File: src/rtl/generation_sequencer.sv
// generation_sequencer: turns timer ticks and single-step edges into one req/ack/done
// handshake per accepted go; define OVERRUN_CNT_EN to count dropped gos.
module generation_sequencer #(
    parameter int GEN_W = 32
) (
    input  logic             i_clk,
    input  logic             i_reset,
    input  logic             i_tick,
    input  logic             i_run_en,
    input  logic             i_step_in,
    input  logic             i_clear_gen,
    input  logic             i_step_ack,
    input  logic             i_engine_done,
    output logic             o_step_req,
    output logic             o_busy,
    output logic [GEN_W-1:0] o_gen_count,
    output logic [GEN_W-1:0] o_overrun_cnt
);
    typedef enum logic [1:0] {IDLE, REQ, WAIT} state_t;
    state_t           r_state, w_next;
    logic             r_step_d, r_run_d, r_pending, r_step_req, r_busy;
    logic [GEN_W-1:0] r_gen;
    logic             w_go, w_fall, w_drop, w_pending_next;
    assign w_go   = (i_tick & i_run_en) | (i_step_in & ~r_step_d & ~i_run_en);
    assign w_fall = r_run_d & ~i_run_en;
    // a go arriving while already holding a buffered one is lost
    assign w_drop = (r_state != IDLE) & w_go & r_pending & ~w_fall;
    assign w_pending_next = w_fall ? 1'b0 :
                            (r_state == IDLE) ? (r_pending & w_go) : (r_pending | w_go);
    always_comb begin
        w_next = r_state;
        case (r_state)
            IDLE:    if (w_go | r_pending) w_next = REQ;
            REQ:     if (i_step_ack) w_next = WAIT;
            WAIT:    if (i_engine_done) w_next = IDLE;
            default: w_next = IDLE;
        endcase
    end
    always_ff @(posedge i_clk or posedge i_reset) begin
        if (i_reset) begin
            r_state    <= IDLE;
            r_step_req <= 1'b0;
            r_busy     <= 1'b0;
            r_pending  <= 1'b0;
            r_step_d   <= 1'b0;
            r_run_d    <= 1'b0;
            r_gen      <= '0;
        end else begin
            r_state    <= w_next;
            r_step_req <= (w_next == REQ);
            r_busy     <= (w_next != IDLE);
            r_pending  <= w_pending_next;
            r_step_d   <= i_step_in;
            r_run_d    <= i_run_en;
            r_gen      <= i_clear_gen ? '0 :
                          (r_state == WAIT && i_engine_done) ? r_gen + 1'b1 : r_gen;
        end
    end
`ifdef OVERRUN_CNT_EN
    logic [GEN_W-1:0] r_overrun;
    always_ff @(posedge i_clk or posedge i_reset) begin
        if (i_reset) r_overrun <= '0;
        else r_overrun <= i_clear_gen ? '0 : w_drop ? r_overrun + 1'b1 : r_overrun;
    end
    assign o_overrun_cnt = r_overrun;
`else
    logic w_drop_unused;
    assign w_drop_unused = w_drop;
    assign o_overrun_cnt = '0;
`endif
    assign o_step_req  = r_step_req;
    assign o_busy      = r_busy;
    assign o_gen_count = r_gen;
endmodule
File: config.mk
export PLATFORM = sky130hd
export DESIGN_NAME = generation_sequencer
export DESIGN_NICKNAME = d
export VERILOG_FILES = /design/src/rtl/generation_sequencer.sv
export SDC_FILE = /design/constraint.sdc
export NUM_CORES = 1
export LEC_CHECK = 0
export ABC_AREA = 1
export BUFFER_PORTS_ARGS = -buffer_cell sky130_fd_sc_hd__buf_2
export CAP_MARGIN = 20
export CORE_MARGIN = 2
export CORE_UTILIZATION = 40
export DETAILED_ROUTE_END_ITERATION = 8
export PLACE_DENSITY = 0.75
export SYNTH_ARGS = -nofsm -noshare
export SYNTH_HDL_FRONTEND = slang
export SYNTH_SLANG_ARGS = --single-unit
File: constraint.sdc
create_clock -name i_clk -period 1.4 [get_ports i_clk]
set_clock_uncertainty 0.2 [all_clocks]
set_input_delay 0.07 -clock i_clk [delete_from_list [all_inputs] [get_ports i_clk]]
set_output_delay 0.07 -clock i_clk [all_outputs]
set_load 0.1 [all_outputs]
==> metrics.csv <==
metric;value;unit
p_comb_frac;0.357;
drt_iter0_markers;268;
start_util;0.417;
crit_fanout;7;
slowest_stage;dfrtp_1;
ys_ff_latch;39;
design_area;4340;µm²
dieArea;6850;µm²
synth_area;2480;µm²
synth_sequential_area_ratio;0.393;
netlist-cell-type-count;28;
grt-ovfl-total;0;
synth_top_area_frac;0.393;
drt_pass1_iterations;5;
root_buffer;clkbuf_8;
post_layout_nonfiller_instances;545;
cts_tree;done;
power_frac_clock;0.306;
final_layout_size_suffix_gt1_frac;0.472;
grt_max_degree;32;
drc;0;
r2r-end;o_gen_count[12]$_DFFE_PP0P_;
p_total;3.71;mW
timing.rr.start;r_state[1]$_DFF_PP0_;
finalWeightedCongestion;0.942;
grt_pass1_wl;12000;µm
ant_nets;0;
dieWidth;82.8;µm
vias_per_cell;5.21;
clk_latency;0.30;ns
pin_count;74;
layout_common_cells;nand2_1, nor2_1, buf_4;
maxCapViolCount;0;
p_int;2.27;mW
fmax;0.595;GHz
arrival;1.67;ns
hpwlAfterDp;5080;µm
post_drt_wl_per_cell;14.8;µm
finalCritPeriodShare;1.20;
place_worst_setup_slack;-0.238;ns
hold_class;primary input to asynchronous set/reset pin;
critPathKind;flip-flop to flip-flop;
slew_viol_final;0;
setup_slack;-0.281;ns
swShare;0.388;
synth_area_per_cell;7.13;µm²
grt_pass1_vias;2577;
nets;478;
clockBufferDepth;2;
design.core.area;5960;µm²
htreeDepth;2;
vias;2837;
ys_warn_count;0;
power_density;855;nW/µm²
crit_start;r_state[1]$_DFF_PP0_;
synthTopCellsByArea;dfrtp_1, nand2_1, nor2_1;
io_buffers;41;
area_delta_synth_final;74.8;%
vdd_drop_max;1.21;mV
min_period;1.68;ns
cp_cell_sequence;nand3_4 > buf_12 > clkinv_8 > buf_8 > buf_4 > buf_6 > a21oi_1 > nor2_1;
critical-path-max-stage-delay;0.43;ns
violations;setup timing;
cts_num_sinks;39;
rrSetupSlack;-0.28;ns
diodes;0;
placed_cell_area;3700;µm²
status;finished, violations left;
antenna_found_initial;0;
p_leak;1.85;nW
numCtsBuffers;5;
rows;28;
synthCells;348;
setup_viol;32;
grt_usage;0.231;
p_sw;1.44;mW
rsz0062_at_grt;true;
placed_cells;519;
reg2regPathDepth;8;
hold_violations;0;
cts.clk_slew.worst_paths;0.08;ns
final_common_cell;nand2_1;
endpoint_kind;flip-flop;
die_h;82.8;µm
critPathRequiredTime;1.39;ns
yosys.area.top_type;dfrtp_1;
seq_power_share;0.337;
critical_path.endpoint;o_gen_count[12]$_DFFE_PP0P_;
drt-total-wl;8080;µm
tns;-5.52;ns
critPathLaunchType;flip-flop;
## timing repair
| item | 4_1_cts | 5_1_grt |
|---|---|---|
| buffers inserted | 5 | 11 |
| gates resized for setup | 35 | 56 |
| pin swaps | 8 | 29 |
| hold endpoints to repair | 47 | 0 |
| hold buffers | 8 | 0 |
| endpoints found under the setup margin | 37 | 50 |
## Yosys cell counts
cell	n
nand2_1	80
nor2_1	72
dfrtp_1	39
buf_4	35
inv_1	29
nand3_1	23
a21oi_1	21
o21ai_0	13
nor2_4	6
nand2_2	4
nor2_2	4
nor3_1	4
nand3_2	2
or2_2	2
a21o_1	1
a31oi_1	1
buf_2	1
conb_1	1
ha_1	1
inv_2	1
nand3_4	1
nand3b_1	1
nand3b_2	1
nand4_1	1
nor3b_1	1
nor4_1	1
o211ai_1	1
o22ai_1	1
## flip-flops by register name (all words and copies together), names as in the netlist
name and count:
r_run_d 1, r_pending 1, r_state 2, r_step_d 1
o_busy 1, o_step_req 1, o_gen_count 32
## kinds of logic (layout without fill, tap and decap cells)
family	after synthesis	in the layout	synth area share
AO/OA/AOI/OAI	38	38	0.0796
buffers and inverters	66	157	0.153
AND/OR/NAND/NOR	203	203	0.367
other	1	32	0.00151
flip-flops	39	39	0.393
adder cells (fa/ha/maj)	1	1	0.00504
## per-stage QoR
step	hold slack, ns	util
5_1_grt	0.0936	0.729
3_5_place_dp	-0.136	0.621
4_1_cts	0.0614	0.686
3_3_place_gp	-0.147	0.621
2_1_floorplan	-0.0986	-
6_report	0.0834	0.729
## per-layer routing
metal | routed length [µm] | track usage
met5 | 0 | 0
met4 | 251 | 0.0656
met3 | 604 | 0.0368
met2 | 4110 | 0.405
met1 | 3120 | 0.295
## final cells by class
type	count	area, µm²
fillers	370	1620
multi-input cells	274	1520
repair buffers	119	1390
flip-flops and latches	39	1080
inverters	30	125
well taps	75	93.8
clock buffers	5	68.8
clock inverters	3	67.6
## critical path: cells and delay by family, from the launching register on
kind	cells	cell delay (ns)
AO/OA/AOI/OAI	1	0.14
flip-flops	1	0.43
AND/OR/NAND/NOR	2	0.24
buffers and inverters	5	0.55
## power groups by stage
stage / combinational (mW) / clock (mW) / sequential [mW]
2_1_floorplan: 0.659 / 0 / 1.52
3_3_place_gp: 1.07 / 0 / 1.26
3_5_place_dp: 1.09 / 0 / 1.26
4_1_cts: 1.22 / 1.15 / 1.24
5_1_grt: 1.39 / 1.20 / 1.26
6_report: 1.32 / 1.14 / 1.25
## how the worst min path moves through the flow
stage	start	slack, ns	to	cells past startpoint
2_1_floorplan	i_run_en	-0.1	r_run_d$_DFF_PP0_	0
3_3_place_gp	i_reset	-0.15	o_gen_count[31]$_DFFE_PP0P_	2
3_5_place_dp	i_reset	-0.14	o_gen_count[31]$_DFFE_PP0P_	2
4_1_cts	i_engine_done	0.06	o_gen_count[4]$_DFFE_PP0P_	4
5_1_grt	i_engine_done	0.09	o_gen_count[4]$_DFFE_PP0P_	4
6_report	i_reset	0.08	o_gen_count[31]$_DFFE_PP0P_	3
Note: power is estimated with default switching activity, not from simulation.
